==> src/rtl/ccff_loader_pkg.sv <==
// Shared types and default sizing for the configuration-chain loader.
package ccff_loader_pkg;

    localparam int unsigned DEF_WORD_W    = 8;
    localparam int unsigned DEF_CHAIN_LEN = 1024;
    localparam int unsigned DEF_STALL_MAX = 255;

    typedef enum logic [2:0] {
        StIdle,
        StFetch,
        StShift,
        StDone,
        StErr
    } state_e;

endpackage

==> src/rtl/ccff_stall_timer.sv <==
// Counts FETCH cycles spent waiting for a bitstream word.
module ccff_stall_timer #(
    parameter int unsigned MAX = 255
) (
    input  logic clk,
    input  logic rst,
    input  logic clr,
    input  logic en,
    output logic at_max
);

    localparam int unsigned CW = $clog2(MAX + 1);

    logic [CW-1:0] cnt_q;

    always_ff @(posedge clk or posedge rst) begin
        if (rst) begin
            cnt_q <= '0;
        end else if (clr) begin
            cnt_q <= '0;
        end else if (en && !at_max) begin
            cnt_q <= cnt_q + 1'b1;
        end
    end

    // High when one more counted cycle brings the total to MAX.
    assign at_max = (cnt_q == CW'(MAX - 1));

endmodule

==> src/rtl/ccff_loader.sv <==
// Streams bitstream words LSB-first into the fabric configuration chain.
module ccff_loader
    import ccff_loader_pkg::*;
#(
    parameter int unsigned WORD_W    = DEF_WORD_W,
    parameter int unsigned CHAIN_LEN = DEF_CHAIN_LEN,
    parameter int unsigned STALL_MAX = DEF_STALL_MAX
) (
    input  logic              prog_clk,
    input  logic              prog_reset,
    input  logic              start,
    input  logic [WORD_W-1:0] word_data,
    input  logic              word_valid,
    output logic              word_ready,
    output logic              ccff_head,
    output logic              shift_en,
    output logic              busy,
    output logic              done,
    output logic              err
);

    localparam int unsigned CNT_W = $clog2(CHAIN_LEN + 1);
    localparam int unsigned IDX_W = (WORD_W > 1) ? $clog2(WORD_W) : 1;

    state_e            state_q, state_d;
    logic [CNT_W-1:0]  bit_cnt_q, bit_cnt_d;
    logic [IDX_W-1:0]  bit_idx_q, bit_idx_d;
    logic [WORD_W-1:0] sreg_q, sreg_d;
    logic              tmr_clr, tmr_en, tmr_max;
    logic              last_bit, chain_last;

    assign last_bit   = (bit_idx_q == IDX_W'(WORD_W - 1));
    assign chain_last = (bit_cnt_q == CNT_W'(CHAIN_LEN - 1));

    ccff_stall_timer #(
        .MAX (STALL_MAX)
    ) u_stall_timer (
        .clk    (prog_clk),
        .rst    (prog_reset),
        .clr    (tmr_clr),
        .en     (tmr_en),
        .at_max (tmr_max)
    );

    always_ff @(posedge prog_clk or posedge prog_reset) begin
        if (prog_reset) begin
            state_q   <= StIdle;
            bit_cnt_q <= '0;
            bit_idx_q <= '0;
            sreg_q    <= '0;
        end else begin
            state_q   <= state_d;
            bit_cnt_q <= bit_cnt_d;
            bit_idx_q <= bit_idx_d;
            sreg_q    <= sreg_d;
        end
    end

    always_comb begin
        state_d    = state_q;
        bit_cnt_d  = bit_cnt_q;
        bit_idx_d  = bit_idx_q;
        sreg_d     = sreg_q;
        tmr_clr    = 1'b0;
        tmr_en     = 1'b0;
        word_ready = 1'b0;
        ccff_head  = 1'b0;
        shift_en   = 1'b0;
        busy       = 1'b0;
        done       = 1'b0;
        err        = 1'b0;

        unique case (state_q)
            StIdle, StDone, StErr: begin
                done = (state_q == StDone);
                err  = (state_q == StErr);
                if (start) begin
                    state_d   = StFetch;
                    bit_cnt_d = '0;
                    bit_idx_d = '0;
                    tmr_clr   = 1'b1;
                end
            end
            StFetch: begin
                busy       = 1'b1;
                word_ready = 1'b1;
                if (word_valid) begin
                    state_d   = StShift;
                    sreg_d    = word_data;
                    bit_idx_d = '0;
                    tmr_clr   = 1'b1;
                end else begin
                    tmr_en = 1'b1;
                    if (tmr_max) begin
                        state_d = StErr;
                    end
                end
            end
            StShift: begin
                busy       = 1'b1;
                shift_en   = 1'b1;
                ccff_head  = sreg_q[0];
                // Refill on the last bit so consecutive words shift without a bubble.
                word_ready = last_bit && !chain_last;
                bit_cnt_d  = bit_cnt_q + 1'b1;
                bit_idx_d  = bit_idx_q + 1'b1;
                sreg_d     = sreg_q >> 1;
                if (chain_last) begin
                    state_d = StDone;
                end else if (last_bit) begin
                    bit_idx_d = '0;
                    if (word_valid) begin
                        sreg_d  = word_data;
                        tmr_clr = 1'b1;
                    end else begin
                        state_d = StFetch;
                    end
                end
            end
            default: state_d = StIdle;
        endcase
    end

endmodule
==> config.mk <==
export PLATFORM = sky130hd
export DESIGN_NAME = ccff_loader
export DESIGN_NICKNAME = d
export VERILOG_FILES = /design/src/rtl/ccff_loader_pkg.sv /design/src/rtl/ccff_stall_timer.sv /design/src/rtl/ccff_loader.sv
export SDC_FILE = /design/constraint.sdc
export NUM_CORES = 1
export LEC_CHECK = 0
export ABC_AREA = 1
export CORE_MARGIN = 2
export CORE_UTILIZATION = 51
export CTS_CLUSTER_SIZE = 20
export DETAILED_ROUTE_END_ITERATION = 8
export GPL_ROUTABILITY_DRIVEN = 0
export PLACE_DENSITY = 0.76
export SYNTH_ARGS = -nofsm -noshare
export SYNTH_HDL_FRONTEND = slang
export SYNTH_SLANG_ARGS = --single-unit
==> constraint.sdc <==
create_clock -name prog_clk -period 2.2 [get_ports prog_clk]
set_clock_uncertainty 0.2 [all_clocks]
set_input_delay 0.22 -clock prog_clk [delete_from_list [all_inputs] [get_ports prog_clk]]
set_output_delay 0.22 -clock prog_clk [all_outputs]
set_load 0.005 [all_outputs]
==> flow_metrics.env, run 1 <==
export IMPL_fin_crit_sh_pct=94.34
export IMPL_row_count=22
export IMPL_path_buf_inv=3
export IMPL_yosysMostFrequentCell="nand2_1"
export IMPL_timing_rr_start="state_q[2]"
export IMPL_cts_root_buf="clkbuf_8"
export IMPL_yosysWarningCount=0
export IMPL_instances_no_fill=348
export IMPL_slew_headroom_pct=71.18
export IMPL_tns_ps=0
export IMPL_wl_mm=4.068
export IMPL_crit_chain="inv_2, nand3_4, inv_4, clkdlybuf4s50_1"
export IMPL_dp_cells=339
export IMPL_synth_largest_area_cell="dfrtp_1"
export IMPL_cts_path_max_buffers=2
export IMPL_die_w_microns=66.89
export IMPL_p_per_area_mw_per_mm2=1003
export IMPL_synth_area_top_cells="dfrtp_1 41%, nand2_1 15%, nand3_1 7.7%, inv_1 7.3%, nor2_1 3.2%"
export IMPL_post_route_min_period_ps=2076
export IMPL_fp_dieH_microns=66.89
export IMPL_syn2layout_area_growth_pct=16.13
export IMPL_io_pins=18
export IMPL_rsz0062_at_grt="true"
export IMPL_dp_hpwl_mm=2.929
export IMPL_syn_cell_area_sq_mm=0.002017
export IMPL_tritoncts="built"
export IMPL_via_per_inst=5.103
export IMPL_pre_cts_slack_ps=180.1
export IMPL_synth_seq_cells=33
export IMPL_dieArea_sq_mm=0.004474
export IMPL_grt_pass1_vias=1633
export IMPL_hold_buffers=0
export IMPL_grt_max_degree=34
export IMPL_antenna_found_initial=0
export IMPL_outcome="finished clean"
export IMPL_rrSetupSlack_ps=330
export IMPL_end_kind="primary output"
export IMPL_core_sq_mm=0.003744
export IMPL_clock_latency_ps=280
export IMPL_crit_family="buffers and inverters"
export IMPL_yosysSeqAreaShare_pct=40.94
export IMPL_drt_iter0_drc=176
export IMPL_synthArstFlopShare_pct=100.0
export IMPL_overflow=0
export IMPL_worst_slack_ps=124.4
export IMPL_power_uw=2350
export IMPL_max_freq_mhz=481.8
export IMPL_cellLeakagePower_uw=0.001201
export IMPL_synth_net_count=290
export IMPL_hold_worst_slack_ps=133.6
export IMPL_ant_nets=0
export IMPL_cpPeakStageDelay_ps=500
export IMPL_crit_arrival_ps=1660
export IMPL_synth_edff_count=0
export IMPL_maxCapViolCount=0
export IMPL_crit_fanout=10
export IMPL_wire_per_inst_microns=11.69
export IMPL_drc=0
export IMPL_max_vdd_ir_drop_mv=0.5781
export IMPL_antennaDiodeCount=0
export IMPL_cts_sinks=33
export IMPL_numCtsBuffers=5
export IMPL_clk_pin_slew_ps=70
export IMPL_io_buffer_count=17
export IMPL_grtUsageTotal_pct=20.95
export IMPL_worst_r2r_cell_count=7
export IMPL_finalHoldViolCount=0
export IMPL_via_count=1776
export IMPL_r2r_end="u_stall_timer.cnt_q[7]"
export IMPL_postSynthAreaPerCell_sq_um=7.388
export IMPL_slowest_stage="clkdlybuf4s50_1"
export IMPL_worstMarginPinSlew_ps=432.4
export IMPL_netlist_instances=273
export IMPL_crit_type="register to primary output"
export IMPL_ys_flop_type="dfrtp_1"
export IMPL_ys_types=27
export IMPL_netlist_area_leader_share_pct=40.94
export IMPL_cp_required_ps=1780
export IMPL_num_fill_cells=358
export IMPL_nets=316
export IMPL_synthTopCellsByCount="80 x nand2_1, 39 x inv_1, 33 x dfrtp_1, 31 x nand3_1, 17 x nor2_1"
export IMPL_cts_htree_levels=2
export IMPL_start_kind="register"
export IMPL_setup_viol=0
export IMPL_initial_core_util_pct=53.88
export IMPL_drive_gt1_share_pct=12.33
export IMPL_grt_pass1_wl_mm=7.148
export IMPL_drt_pass1_iter_count=4
export IMPL_drv_slew=0
export IMPL_hold_class="input pin to asynchronous set/reset pin"
metal layers:
| metal | GRT usage [%] | share of wire (%) |
|---|---|---|
| met5 | 0 | 0 |
| met4 | 3.316 | 0.29 |
| met3 | 6.250 | 3.7 |
| met2 | 33.00 | 48 |
| met1 | 28.97 | 48 |
cells in the final DEF (no fill, tap or decap), types with 2 or more instances in the layout:
| cell type | n |
|---|---|
| o21ai_0 | 8 |
| nand4_1 | 9 |
| nor2_1 | 17 |
| nand3_2 | 3 |
| clkdlybuf4s50_1 | 16 |
| dfrtp_1 | 33 |
| inv_1 | 39 |
| a21oi_1 | 6 |
| nand2_1 | 80 |
| ha_1 | 5 |
| clkbuf_8 | 5 |
| nor2_2 | 3 |
| nand2_4 | 3 |
| nor3_1 | 2 |
| clkbuf_1 | 3 |
| a22o_1 | 2 |
| o21ai_1 | 7 |
| nand3_4 | 2 |
| nand3_1 | 31 |
| inv_2 | 6 |
| nand2_2 | 6 |
| buf_4 | 4 |
| nand3b_1 | 2 |
report_power, final:
group	internal (uW)	total, uW	switching (uW)
Clock	225	438	213
Combinational	391	1040	649
Sequential	760	873	113
worst max-delay path by stage:
stage                           start  depth (start not counted)  slack (ps)                endpoint
2_1_floorplan  u_stall_timer.cnt_q[0]                          9         640  u_stall_timer.cnt_q[2]
3_5_place_dp             bit_cnt_q[0]                          7         180              word_ready
5_1_grt                    state_q[2]                          4          -3               ccff_head
4_1_cts                    state_q[2]                          4          70                shift_en
6_report                   state_q[2]                          4         120                shift_en
3_3_place_gp             bit_cnt_q[0]                          7         210              word_ready
worst reg2reg max path: stages (launching register included):
cell and delay [ps]:
dfrtp_1 410, inv_2 140, nand3_4 180, inv_4 140, buf_4 220, nand3_2 240
nand4_1 170, nand2_1 50
stage by stage:
stage	cell area (sq um)	util, %
2_1_floorplan	2017	-
3_3_place_gp	2253	60.19
3_5_place_dp	2253	60.19
4_1_cts	2340	62.50
5_1_grt	2342	62.57
6_report	2342	62.57
cell type report:
| cell class | count | area, sq um | area share, % |
|---|---|---|---|
| Sequential cell | 33 | 825.8 | 35.26 |
| Tap cell | 48 | 60.06 | 2.564 |
| Timing Repair Buffer | 21 | 198.9 | 8.494 |
| Multi-Input combinational cell | 192 | 1002 | 42.79 |
| Inverter | 46 | 175.2 | 7.479 |
| Clock buffer | 8 | 80.08 | 3.419 |
cells by family after synthesis:
group | Yosys count | synth area share, %
buffers and inverters | 48 | 9.367
DFF | 33 | 40.94
AOI/OAI and AO/OA | 25 | 7.321
and+or+nand+nor | 161 | 38.83
xor gates and xnor gates | 1 | 0.4343
adders and majority gates | 5 | 3.102
timing repair:
action	4_1_cts	5_1_grt
endpoints found under the setup margin	1	1
endpoints found under the hold margin	0	0
gates resized for setup	1	1
setup buffers	1	0
state kept, by name, summed over array words and instances, names as in the netlist:
signal	cells
u_stall_timer.cnt_q	8
bit_idx_q	3
bit_cnt_q	11
state_q	3
sreg_q	8
No activity file was read; power rests on OpenSTA's default activity.
==> run 2: changes to the inputs <==
Settings changed: GPL_TIMING_DRIVEN from default to 0, PLACE_DENSITY 0.76 to 0.72.
==> run 2 against run 1 <==
  * Wire length is 0.98% lower
  * Combinational power about the same
  * Critical path type unchanged
  * Global-route usage rose by 0.35 points
  * Via count is 0.84% lower
  * Final cell count is 0.29% higher
  * Clock-buffer cell count down 2
  * Core utilization rose by 1.1 points
  * Critical path depth unchanged
==> flow_metrics.env, run 2 (same netlist as run 1, synthesis figures left out) <==
export IMPL_finalHoldViolCount=0
export IMPL_io_pins=18
export IMPL_drc=0
export IMPL_numCtsBuffers=5
export IMPL_initial_core_util_pct=53.88
export IMPL_post_route_min_period_ps=2119
export IMPL_max_vdd_ir_drop_mv=0.4982
export IMPL_clock_power_share_pct=18.9
export IMPL_maxCapViolCount=0
export IMPL_tritoncts="built"
export IMPL_worstMarginPinSlew_ps=342.8
export IMPL_overflow=0
export IMPL_crit_fanout=13
export IMPL_dieArea_sq_mm=0.004474
export IMPL_clock_latency_ps=290
export IMPL_hold_start="sreg_q[1]"
export IMPL_largest_reg_flops=11
export IMPL_dp_hpwl_mm=2.847
export IMPL_largest_register="bit_cnt_q"
export IMPL_cts_sinks=33
export IMPL_num_fill_cells=354
export IMPL_hold_worst_slack_ps=278.0
export IMPL_drt_iter0_drc=88
export IMPL_setup_viol=0
export IMPL_fin_crit_sh_pct=96.31
export IMPL_finalInstanceArea_sq_mm=0.002385
export IMPL_holdPathStages=2
export IMPL_hold_class="register to register"
export IMPL_p_switching_uw=985.7
export IMPL_antenna_found_initial=0
export IMPL_cellLeakagePower_uw=0.001212
export IMPL_wire_per_inst_microns=11.54
export IMPL_cts_root_buf="clkbuf_8"
export IMPL_cts_path_max_buffers=2
export IMPL_grt_pass1_wl_mm=7.217
export IMPL_rsz0062_at_grt="true"
export IMPL_final_common_cell="nand2_1"
export IMPL_p_per_area_mw_per_mm2=992.7
export IMPL_drv_slew=0
export IMPL_row_count=22
export IMPL_end_kind="primary output"
export IMPL_hold_path_endpoint="sreg_q[1]"
export IMPL_timing_rr_start="bit_cnt_q[1]"
export IMPL_io_buffer_count=17
export IMPL_clk_pin_slew_ps=70
export IMPL_grtUsageTotal_pct=21.30
export IMPL_ant_nets=0
export IMPL_tns_ps=0
export IMPL_start_kind="register"
export IMPL_drive_gt1_share_pct=13.62
export IMPL_core_sq_mm=0.003744
export IMPL_share_seq_of_total_power_pct=37.0
export IMPL_slew_headroom_pct=77.00
export IMPL_grt_max_degree=34
export IMPL_reg_top3="bit_cnt_q x11, sreg_q x8, u_stall_timer.cnt_q x8"
export IMPL_combPwrFrac_pct=44.1
export IMPL_wl_mm=4.028
export IMPL_via_count=1761
export IMPL_grt_pass1_vias=1691
export IMPL_placed_area_sq_mm=0.002247
export IMPL_outcome="finished clean"
export IMPL_p_int_uw=1382
export IMPL_cp_required_ps=1780
export IMPL_nets=317
export IMPL_drt_pass1_iter_count=4
export IMPL_die_w_microns=66.89
export IMPL_worst_r2r_cell_count=10
export IMPL_rrSetupSlack_ps=390
export IMPL_syn2layout_area_growth_pct=18.24
export IMPL_antennaDiodeCount=0
export IMPL_cts_htree_levels=2
export IMPL_r2r_end="sreg_q[5]"
export IMPL_layout_common_cells="80 x nand2_1, 38 x inv_1, 32 x dfrtp_1"
export IMPL_multiInputGateArea_sq_mm=0.001010
export IMPL_fp_dieH_microns=66.89
export IMPL_crit_arrival_ps=1700
export IMPL_power_uw=2367
export IMPL_crit_type="register to primary output"
export IMPL_max_freq_mhz=472.0
export IMPL_sw_frac_of_total_pct=41.64
export IMPL_seq_area_sq_um=827.0
export IMPL_via_per_inst=5.046
## run 2: cell types whose count changed in the layout (fill, tap and decap cells not counted), sizes merged
cell | before | now
dlygate4sd3 | 0 | 1
clkinv | 0 | 3
clkbuf | 8 | 6
inv | 46 | 45
## run 2: worst max path at each step
stage,start,endpoint
2_1_floorplan,u_stall_timer.cnt_q[0],u_stall_timer.cnt_q[2]
3_3_place_gp,bit_cnt_q[0],word_ready
3_5_place_dp,bit_cnt_q[0],word_ready
4_1_cts,state_q[0],shift_en
5_1_grt,state_q[2],ccff_head
6_report,state_q[2],shift_en
## run 2: final cells by class
type | count | area share (%)
well taps | 48 | 2.518
multi-input cells | 192 | 42.34
clock buffers | 6 | 3.043
repair buffers | 21 | 8.972
clock inverters | 2 | 0.4197
plain buffers | 1 | 0.4722
flip-flops and latches | 33 | 34.68
inverters | 46 | 7.555
## run 2: through the flow
stage,setup WS (ps),utilization (%),instances
2_1_floorplan,644.3,-,273
3_3_place_gp,90.68,60.03,338
3_5_place_dp,76.98,60.03,338
4_1_cts,34.85,62.53,347
5_1_grt,-1.985,63.70,349
6_report,81.18,63.70,349
## run 2: power groups by stage
| stage | Sequential [uW] | Clock, uW | Combinational, uW |
|---|---|---|---|
| after floorplan | 863 | 0 | 764 |
| after global routing | 894 | 477 | 1210 |
| final | 876 | 448 | 1040 |
| after CTS | 874 | 456 | 1040 |
| after global placement | 881 | 0 | 1020 |
| after detailed placement | 885 | 0 | 1040 |
## run 2: timing repair
action | in CTS | in global routing
pin swaps | 1 | 0
endpoints found under the setup margin | 2 | 3
setup buffers | 2 | 0
hold buffers | 0 | 1
resized for setup | 2 | 5
hold endpoints to repair | 0 | 7
## run 2: critical path: stages, from the launching register on
cell	delay [ps]
dfrtp_1	410
inv_2	130
nand3_4	200
inv_8	160
clkdlybuf4s50_1	510
## run 2: per-layer routing
layer | vias up | GRT usage [%] | routed length, microns
met5 | - | 0 | 0
met4 | 0 | 8.418 | 61
met3 | 7 | 3.716 | 139
met2 | 26 | 35.50 | 1915
met1 | 803 | 27.29 | 1912
li1 | 925 | - | -
